===== src/rtl/apb_pkg.sv =====
// apb_pkg: shared phase encoding, register offsets and error bit indices for the APB register slave
package apb_pkg;
    typedef enum logic [1:0] {IDLE, SETUP, ACCESS} state_e;
    localparam logic [3:0] OFS_ID    = 4'd8;
    localparam logic [3:0] OFS_WRCNT = 4'd9;
    localparam logic [3:0] OFS_RDCNT = 4'd10;
    localparam logic [3:0] OFS_ERR   = 4'd11;
    localparam int ERR_NOSETUP = 0;
    localparam int ERR_ABORT   = 1;
    localparam int ERR_DECODE  = 2;
    function automatic logic is_mapped(input logic [3:0] ofs, input int nscr);
        return int'(ofs) < nscr || (ofs >= OFS_ID && ofs <= OFS_ERR);
    endfunction
endpackage


===== src/rtl/apb_regfile_slave_if.sv =====
// apb_regfile_slave_if: APB bus signals between the bridge (master) and one register slave
interface apb_regfile_slave_if;
    logic [2:0]  Pselx;
    logic        Penable;
    logic        Pwrite;
    logic [31:0] Paddr;
    logic [31:0] Pwdata;
    logic [31:0] Prdata;
    logic        Perr;
    modport master (output Pselx, Penable, Pwrite, Paddr, Pwdata, input Prdata, Perr);
    modport slave  (input Pselx, Penable, Pwrite, Paddr, Pwdata, output Prdata, Perr);
endinterface


===== src/rtl/apb_slave_fsm.sv =====
// apb_slave_fsm: APB phase tracking, setup latch and protocol checking; emits commit and error pulses
module apb_slave_fsm
    import apb_pkg::*;
(
    input  logic        Hclk,
    input  logic        Hreset,
    input  logic        sel_i,
    input  logic        penable_i,
    input  logic        pwrite_i,
    input  logic [3:0]  paddr_ofs_i,
    input  logic [31:0] pwdata_i,
    output logic        commit_wr_o,
    output logic        commit_rd_o,
    output logic        load_rd_o,
    output logic        err_nosetup_o,
    output logic        err_abort_o,
    output logic [3:0]  ofs_o,
    output logic [31:0] wdata_o
);
    state_e      state_q, state_d;
    logic        wr_q;
    logic [3:0]  ofs_q;
    logic [31:0] wdata_q;
    logic        latch, access_ok;

    // A setup request restarts the latch from any phase, including straight out of ACCESS.
    assign latch     = sel_i & ~penable_i;
    assign access_ok = state_q == SETUP && sel_i && penable_i && paddr_ofs_i == ofs_q && pwrite_i == wr_q;
    assign state_d   = latch ? SETUP : access_ok ? ACCESS : IDLE;

    always_ff @(posedge Hclk or posedge Hreset)
        if (Hreset) begin
            state_q <= IDLE;
            wr_q    <= 1'b0;
            ofs_q   <= '0;
            wdata_q <= '0;
        end else begin
            state_q <= state_d;
            if (latch) begin
                wr_q    <= pwrite_i;
                ofs_q   <= paddr_ofs_i;
                wdata_q <= pwdata_i;
            end
        end

    assign commit_wr_o   = state_q == ACCESS && wr_q;
    assign commit_rd_o   = state_q == ACCESS && !wr_q;
    assign load_rd_o     = latch & ~pwrite_i;
    assign err_nosetup_o = sel_i & penable_i & (state_q != SETUP);
    assign err_abort_o   = state_q == SETUP && !access_ok;
    assign ofs_o         = ofs_q;
    assign wdata_o       = wdata_q;
endmodule


===== src/rtl/apb_regfile_slave.sv =====
// apb_regfile_slave: zero-wait APB completer with scratch, ID, transfer counters and W1C error status
module apb_regfile_slave
    import apb_pkg::*;
#(
    parameter int          SEL_INDEX   = 0,
    parameter logic [31:0] ID_VALUE    = 32'hA5B0_0001,
    parameter int          NUM_SCRATCH = 8
) (
    input logic                Hclk,
    input logic                Hreset,
    apb_regfile_slave_if.slave bus
);
    logic        commit_wr, commit_rd, load_rd, err_nosetup, err_abort;
    logic [3:0]  ofs, rd_ofs;
    logic [31:0] wdata, rd_val, wrcnt_q, rdcnt_q, prdata_q;
    logic [31:0] scr_q [NUM_SCRATCH];
    logic [2:0]  err_q, err_d, err_set, err_clr;
    logic        perr_q, unused_ok;

    apb_slave_fsm u_fsm (
        .Hclk          (Hclk),
        .Hreset        (Hreset),
        .sel_i         (bus.Pselx[SEL_INDEX]),
        .penable_i     (bus.Penable),
        .pwrite_i      (bus.Pwrite),
        .paddr_ofs_i   (bus.Paddr[5:2]),
        .pwdata_i      (bus.Pwdata),
        .commit_wr_o   (commit_wr),
        .commit_rd_o   (commit_rd),
        .load_rd_o     (load_rd),
        .err_nosetup_o (err_nosetup),
        .err_abort_o   (err_abort),
        .ofs_o         (ofs),
        .wdata_o       (wdata)
    );

    assign unused_ok = ^{bus.Pselx, bus.Paddr[31:6], bus.Paddr[1:0]};

    // Read data is decoded from the live address at setup entry, using pre-edge register values.
    assign rd_ofs = bus.Paddr[5:2];
    always_comb begin
        rd_val = '0;
        for (int i = 0; i < NUM_SCRATCH; i++) rd_val = (rd_ofs == 4'(i)) ? scr_q[i] : rd_val;
        rd_val = rd_ofs == OFS_ID    ? ID_VALUE :
                 rd_ofs == OFS_WRCNT ? wrcnt_q  :
                 rd_ofs == OFS_RDCNT ? rdcnt_q  :
                 rd_ofs == OFS_ERR   ? {29'd0, err_q} : rd_val;
    end

    always_comb begin
        err_set              = '0;
        err_set[ERR_NOSETUP] = err_nosetup;
        err_set[ERR_ABORT]   = err_abort;
        err_set[ERR_DECODE]  = (commit_wr | commit_rd) & ~is_mapped(ofs, NUM_SCRATCH);
    end
    assign err_clr = (commit_wr && ofs == OFS_ERR) ? wdata[2:0] : 3'd0;
    assign err_d   = (err_q & ~err_clr) | err_set;

    always_ff @(posedge Hclk or posedge Hreset)
        if (Hreset) begin
            wrcnt_q  <= '0;
            rdcnt_q  <= '0;
            err_q    <= '0;
            perr_q   <= 1'b0;
            prdata_q <= '0;
            for (int i = 0; i < NUM_SCRATCH; i++) scr_q[i] <= '0;
        end else begin
            wrcnt_q <= wrcnt_q + 32'(commit_wr);
            rdcnt_q <= rdcnt_q + 32'(commit_rd);
            err_q   <= err_d;
            perr_q  <= |err_d;
            if (load_rd) prdata_q <= rd_val;
            for (int i = 0; i < NUM_SCRATCH; i++) if (commit_wr && ofs == 4'(i)) scr_q[i] <= wdata;
        end

    assign bus.Prdata = prdata_q;
    assign bus.Perr   = perr_q;
endmodule


===== src/flat_wrapper.sv =====
// flat-port wrapper written by rule: the top's interface ports become plain ports
module apb_regfile_slave_flat import apb_pkg::*;
#(
    parameter int          SEL_INDEX   = 0,
    parameter logic [31:0] ID_VALUE    = 32'hA5B0_0001,
    parameter int          NUM_SCRATCH = 8
)
  (Hclk, Hreset, bus_Pselx, bus_Penable, bus_Pwrite, bus_Paddr, bus_Pwdata, bus_Prdata, bus_Perr);
  apb_regfile_slave_if bus_i ();
  input logic Hclk;
  input logic Hreset;
  input wire logic [$bits(bus_i.Pselx)-1:0] bus_Pselx;
  input wire logic [$bits(bus_i.Penable)-1:0] bus_Penable;
  input wire logic [$bits(bus_i.Pwrite)-1:0] bus_Pwrite;
  input wire logic [$bits(bus_i.Paddr)-1:0] bus_Paddr;
  input wire logic [$bits(bus_i.Pwdata)-1:0] bus_Pwdata;
  output wire logic [$bits(bus_i.Prdata)-1:0] bus_Prdata;
  output wire logic [$bits(bus_i.Perr)-1:0] bus_Perr;
  assign bus_i.Pselx = bus_Pselx;
  assign bus_i.Penable = bus_Penable;
  assign bus_i.Pwrite = bus_Pwrite;
  assign bus_i.Paddr = bus_Paddr;
  assign bus_i.Pwdata = bus_Pwdata;
  assign bus_Prdata = bus_i.Prdata;
  assign bus_Perr = bus_i.Perr;
  apb_regfile_slave #(.SEL_INDEX(SEL_INDEX), .ID_VALUE(ID_VALUE), .NUM_SCRATCH(NUM_SCRATCH)) u_core (.Hclk(Hclk), .Hreset(Hreset), .bus(bus_i));
endmodule

===== config.mk =====
export PLATFORM = sky130hd
export DESIGN_NAME = apb_regfile_slave_flat
export DESIGN_NICKNAME = d
export VERILOG_FILES = /design/src/rtl/apb_pkg.sv /design/src/rtl/apb_regfile_slave_if.sv /design/src/rtl/apb_slave_fsm.sv /design/src/rtl/apb_regfile_slave.sv /design/src/flat_wrapper.sv
export SDC_FILE = /design/constraint.sdc
export NUM_CORES = 1
export LEC_CHECK = 0
export ABC_AREA = 1
export CAP_MARGIN = 20
export CORE_MARGIN = 1
export CORE_UTILIZATION = 46
export CTS_BUF_LIST = sky130_fd_sc_hd__clkbuf_16
export CTS_CLUSTER_SIZE = 8
export DETAILED_ROUTE_END_ITERATION = 6
export PLACE_DENSITY = 0.61
export SKIP_CTS_REPAIR_TIMING = 1
export SKIP_LAST_GASP = 1
export SYNTH_ARGS = -nofsm -noshare
export SYNTH_HDL_FRONTEND = slang
export SYNTH_SLANG_ARGS = --single-unit

===== constraint.sdc =====
create_clock -name Hclk -period 16.7 [get_ports Hclk]
set_input_delay 2.505 -clock Hclk [delete_from_list [all_inputs] [get_ports Hclk]]
set_output_delay 2.505 -clock Hclk [all_outputs]
set_load 0.005 [all_outputs]

# Yosys cells after proc, flatten, opt, wreduce, memory -nomap -nowiden
# Index checks and enable logic that the tools add are counted.
[totals]
regBits = 395
latchBits = 0
ramBits = 0
rom_bits = 0
input_bits = 71
out_inout_bits = 33
elab_cells = 96
n_memories = 0
[classes]
addsub = 2
n_mul = 0
div = 0
order_cmp = 3
eq_ne = 24
n_shift = 0
mux = 15
bitwise_logic = 12
n_reduce_logical = 23
[ops]
columns = ["cell", "n"]
rows = [
  ["32-bit two-way mux", 12],
  ["32-bit by 1-bit adder with 32-bit output", 2],
  ["4-bit by 3-bit == test with 1-bit output, second input constant", 8],
  ["4-bit == test, second input constant", 5],
  ["1-bit logical AND", 17],
  ["4-bit by 2-bit == test with 1-bit output, second input constant", 4],
  ["4-bit by 1-bit == test with 1-bit output, second input constant", 2],
  ["4-bit logical NOT", 2],
  ["1-bit bitwise AND", 5],
  ["4-bit == test", 1],
  ["4-bit >= comparator, second input constant", 1],
  ["4-bit <= comparator, second input constant", 1],
  ["4-bit less-than comparator, second input constant", 1],
  ["2-bit two-way mux", 2],
  ["3-bit bitwise AND", 1],
  ["3-bit two-way mux", 1],
  ["1-bit NOT", 3],
  ["3-bit NOT", 1],
  ["3-bit OR", 1],
  ["3-bit OR reduction", 1],
  ["2-bit by 1-bit == test with 1-bit output, second input constant", 1],
  ["2-bit == test, second input constant", 1],
  ["1-bit logical NOT", 2],
  ["2-bit by 1-bit inequality test with 1-bit output, second input constant", 1],
  ["3 further kinds", 3],
]

# Depth between registers and ports, before layout
[depth]
depth_word = 13
ltp_mapped = 15
ltp_nobuf = 13

# Hierarchy
# Synthesis repeated with hierarchy kept, for this count alone.
[unflattened]
cells_unflattened = 2209
area_unflattened_um2 = 17994.8
[by_module_without_submodules]
columns = ["module", "instances", "cells_each", "area_per_inst_um2", "seq_area_each_um2"]
rows = [
  ["apb_regfile_slave", 1, 2006, 16350.7, 8908.5],
  ["apb_slave_fsm", 1, 203, 1644.1, 975.9],
]

# Worst setup path after synthesis
# OpenSTA, ideal clock, no wires.
[synth_path]
kind = "input to register"
start = "input port bus_Paddr[3]"
end = "register u_core.prdata_q[3] (netlist: u_core.bus.Prdata[3])"
t_arrival_ns = 3.663
slack_ns = 12.920
path_stages = 14
path_cell_list = "buf_2 inv_1 nand2_1 nor2_1 buf_4 buf_6 nand2_1 o211ai_1 nor2_1 nand4_1 nand2_1 nand2_1 nand2_1 nand2_1"
[synth_between]
elab_chain_cells = 13
elab_cells_between_ends = 24
[synth_lines]
columns = ["element", "line", "rtl"]
rows = [
  ["from (decl)", "flat_wrapper.sv:15", "input wire logic [$bits(bus_i.Paddr)-1:0] bus_Paddr;"],
  ["4-bit logical NOT", "apb_regfile_slave.sv:43", "for (int i = 0; i < NUM_SCRATCH; i++) rd_val = (rd_ofs == 4'(i)) ? scr_q[i] : rd_val;"],
  ["32-bit two-way mux (8 in series)", "apb_regfile_slave.sv:43", ""],
  ["32-bit two-way mux", "apb_regfile_slave.sv:47", "rd_ofs == OFS_ERR ? {29'd0, err_q} : rd_val;"],
  ["32-bit two-way mux", "apb_regfile_slave.sv:46", "rd_ofs == OFS_RDCNT ? rdcnt_q :"],
  ["32-bit two-way mux", "apb_regfile_slave.sv:45", "rd_ofs == OFS_WRCNT ? wrcnt_q :"],
  ["32-bit two-way mux *", "apb_regfile_slave.sv:44", "rd_val = rd_ofs == OFS_ID ? ID_VALUE :"],
  ["to (signal assigned)", "apb_regfile_slave.sv:72", "if (load_rd) prdata_q <= rd_val;"],
  ["to (decl)", "apb_regfile_slave.sv:15", "logic [31:0] wdata, rd_val, wrcnt_q, rdcnt_q, prdata_q;"],
]
# Mark *: on every way between the ends. The rest lies on a longest branch, timed or not.
# A chain may end at the register's enable or synchronous reset.

# Final worst setup path
[layout_path]
start = "input port bus_Paddr[3]"
end = "register u_core.prdata_q[26] (netlist: u_core.bus.Prdata[26])"
# The elaborated chain is that of the path after synthesis.

==> impl_metrics.py <==
metrics = {
    "drt": {
        "num_vias": 14000,
        "drc": 0,
        "drt_first_pass_iters": 7,
        "drt_wl_total_mm": 46.3,
        "wl_per_cell_um": 17.1,
        "vias_per_cell": 5.18,
        "antenna_left": 0,
        "drtIter0Drc": 980,
    },
    "critical_path": {
        "cp.required_ps": 17180,
        "setup.worst_path.class": "input pin to flop",
        "crit_top_cell": "nand2_1",
        "critPathArrivalTime_ps": 5370,
        "path_max_fanout": 26,
        "crit_path_top_delay_cell": "nor2_4",
        "cp_slowest_stage_delay_ps": 750,
        "path_delay_family": "simple AND/OR/NAND/NOR gates",
        "path_cells": "clkdlybuf4s50_1 > inv_1 > nand2_1 > nor2_4 > inv_2 > or2_2 > nand2_1 > nand3_1 > nand2_1 > nand3_1 > nand2_1 > inv_1",
        "crit-reg2reg-launch": "u_core.u_fsm.state_q[0]",
        "critPathLaunchType": "input pin",
        "rr_worst_depth": 12,
        "r2r_end": "u_core.wrcnt_q[31]",
        "critPathCaptureType": "flop",
        "path_buf_inv": 4,
        "r2r_setup_slack_ps": 14020,
    },
    "placed_design": {
        "place_hpwl_mm": 27.7,
        "placed_area_mm2": 0.0190,
        "port-buffer-count": 73,
        "gp_congestion": 0.890,
    },
    "global_route": {
        "grt-ovfl-total": 0,
        "antenna_found_initial": 0,
        "grt_pass1_vias": 13500,
        "grt_max_degree": 193,
        "grt_use_total_pct": 24.6,
        "grt_pass1_wl_mm": 74.7,
    },
    "run_status": {
        "status": "complete, no violations",
    },
    "power_and_ir_drop": {
        "switching_share_pct": 23.3,
        "comb_power_share_pct": 6.4,
        "clkPwrFrac_pct": 46.7,
        "power_density_mw_per_mm2": 103,
        "pwr-share-seq_pct": 46.9,
        "p_leak_nw": 9.42,
        "total_power_mw": 2.12,
        "vdd.ir_drop.worst_uv": 69.5,
        "intPower_mw": 1.63,
        "p_sw_mw": 0.494,
    },
    "floorplan": {
        "initial_utilization_pct": 47.0,
        "core_mm2": 0.0379,
        "rows": 71,
        "io_pins": 104,
        "dieArea_mm2": 0.0395,
        "die_h_um": 199,
        "die_width_um": 199,
    },
    "clock_network": {
        "insertion_delay_ps": 590,
        "cts_buffer_depth": 3,
        "cts-root-buf": "clkbuf_16",
        "clk_pin_slew_ps": 50,
        "clock-sinks": 395,
        "cts_tree": "built",
        "cts_inserted_buffers": 55,
        "htree_num_levels": 2,
    },
    "timing": {
        "finalCritPeriodShare_pct": 29.3,
        "hold_viol": 0,
        "slew_headroom_pct": 25.7,
        "rsz0062_at_grt": "no",
        "hold_slack_ps": 472,
        "drv_slew": 0,
        "setup_tns_ps": 0,
        "setup_viol": 0,
        "fmax_ghz": 0.204,
        "worstMarginPinSlew_ps": 1110,
        "period_needed_ps": 4890,
        "worst_clock_skew_ps": 13.7,
    },
    "synth": {
        "seq_area_frac_synth_pct": 55.4,
        "ys_warn_count": 0,
        "syn_area_mm2": 0.0178,
        "synth_area_per_cell_um2": 8.32,
        "yosysTopAreaCell": "dfrtp_1",
        "synth_top_area_share_pct": 55.4,
        "synth_area_leaders": "dfrtp_1, nand2_1, o21ai_0",
        "netlist_instances": 2142,
        "syn_nets": 2217,
        "ys_ff_latch": 395,
        "yosysUniqueCellTypes": 36,
    },
    "finish": {
        "nets": 2270,
        "fill_cells": 3594,
        "fin_util_pct": 54.0,
        "drive_gt1_share_pct": 7.05,
        "stdcell_area_mm2": 0.0205,
        "diodes": 0,
        "syn2layout_area_growth_pct": 15.0,
    },
    "min_path": {
        "min_to": "u_core.bus.Prdata[15]",
        "whs_path_depth": 2,
        "min_from": "u_core.bus.Prdata[15]",
        "min_path_type": "flop to flop",
    },
    "job": {
        "cap_violations": 0,
    },
}
[layer usage]
metal / routed length, um / part of all wire, % / vias up / global-route usage, %
met5: 0 / 0 / - / 0
met4: 803 / 1.7 / 0 / 6.87
met3: 2270 / 4.9 / 61 / 3.26
met2: 22000 / 47 / 335 / 40.6
met1: 21300 / 46 / 6744 / 33.8
li1: - / - / 6884 / -
[cells in the mapped netlist, drive strengths merged]
| master | number |
|---|---|
| a21boi | 2 |
| nand2 | 668 |
| nor3b | 1 |
| nand3 | 54 |
| o211ai | 16 |
| or2 | 46 |
| o21ai | 306 |
| ha | 4 |
| xor2 | 54 |
| clkbuf | 72 |
| a21oi | 65 |
| inv | 206 |
| buf | 24 |
| nor4 | 6 |
| xnor2 | 7 |
| nor2 | 146 |
| nand4 | 46 |
| o221a | 1 |
| o21a | 1 |
| nor3 | 21 |
| dfrtp | 395 |
| a22oi | 1 |
[layout make-up]
type	instances	area (um^2)	share of cell area, %
Sequential cell	395	9880	48.2
Multi-Input combinational cell	1445	6820	33.3
Clock buffer	56	1400	6.84
Timing Repair Buffer	92	906	4.42
Inverter	206	781	3.81
Tap cell	511	639	3.12
Clock inverter	4	58.8	0.287
[power groups by stage]
stage,clock [mW],sequential [mW],combinational [mW]
after floorplan,0,1.01,0.0734
final,0.989,0.995,0.135
after CTS,1.01,0.995,0.138
after detailed placement,0,1.01,0.137
after global placement,0,1.01,0.136
after global routing,1.05,0.997,0.153
[tightest hold or removal path, stage by stage, from the launching register on]
cell and delay [ps]:
dfrtp_1 340, nand2_1 50, nand2_1 50
[sequential cells by signal, summed over array words and instances, names as in the netlist]
register              flops
u_core.bus.Perr           1
u_core.wrcnt_q           32
u_core.scr_q            256
u_core.rdcnt_q           32
u_core.u_fsm.wdata_o     32
u_core.u_fsm.state_q      2
u_core.u_fsm.ofs_o        4
u_core.bus.Prdata        32
u_core.u_fsm.wr_q         1
u_core.err_q              3
[stage by stage]
step	std cells	worst slack (ps)
global placement	2648	11170
floorplan	2142	3210
global route	2709	11630
finish	2709	11810
detailed placement	2648	11180
CTS	2708	11810
[cell usage in the layout (no fill, tap or decap), drive strengths merged, types with 16 or more instances in the layout]
| cell type | n |
|---|---|
| nor3 | 21 |
| xor2 | 54 |
| a21oi | 65 |
| nand3 | 54 |
| o211ai | 16 |
| nor2 | 146 |
| dfrtp | 395 |
| or2 | 46 |
| buf | 19 |
| o21ai | 306 |
| clkbuf | 56 |
| nand2 | 668 |
| clkdlybuf4s50 | 73 |
| inv | 208 |
| nand4 | 46 |
[cells by family (layout without fill, tap and decap cells)]
logic type / Yosys count / count (layout) / share of synthesized area (%)
fa+ha+maj: 4 / 4 / 0.281
simple gates: 988 / 988 / 23.3
compound gates: 392 / 392 / 11.3
buf+inv: 302 / 358 / 6.61
flops: 395 / 395 / 55.4
xor+xnor: 61 / 61 / 3.00
[worst max-delay path by stage]
stage | from | end | slack, ps | cells after the start
3_3_place_gp | bus_Paddr[3] | u_core.bus.Prdata[26] | 11170 | 12
6_report | bus_Paddr[3] | u_core.bus.Prdata[26] | 11810 | 12
4_1_cts | bus_Paddr[3] | u_core.bus.Prdata[26] | 11810 | 12
3_5_place_dp | bus_Paddr[3] | u_core.bus.Prdata[26] | 11180 | 12
5_1_grt | bus_Paddr[3] | u_core.bus.Prdata[26] | 11630 | 12
2_1_floorplan | Hreset | u_core.bus.Perr | 3210 | 1
(Power assumes the default switching activity.)
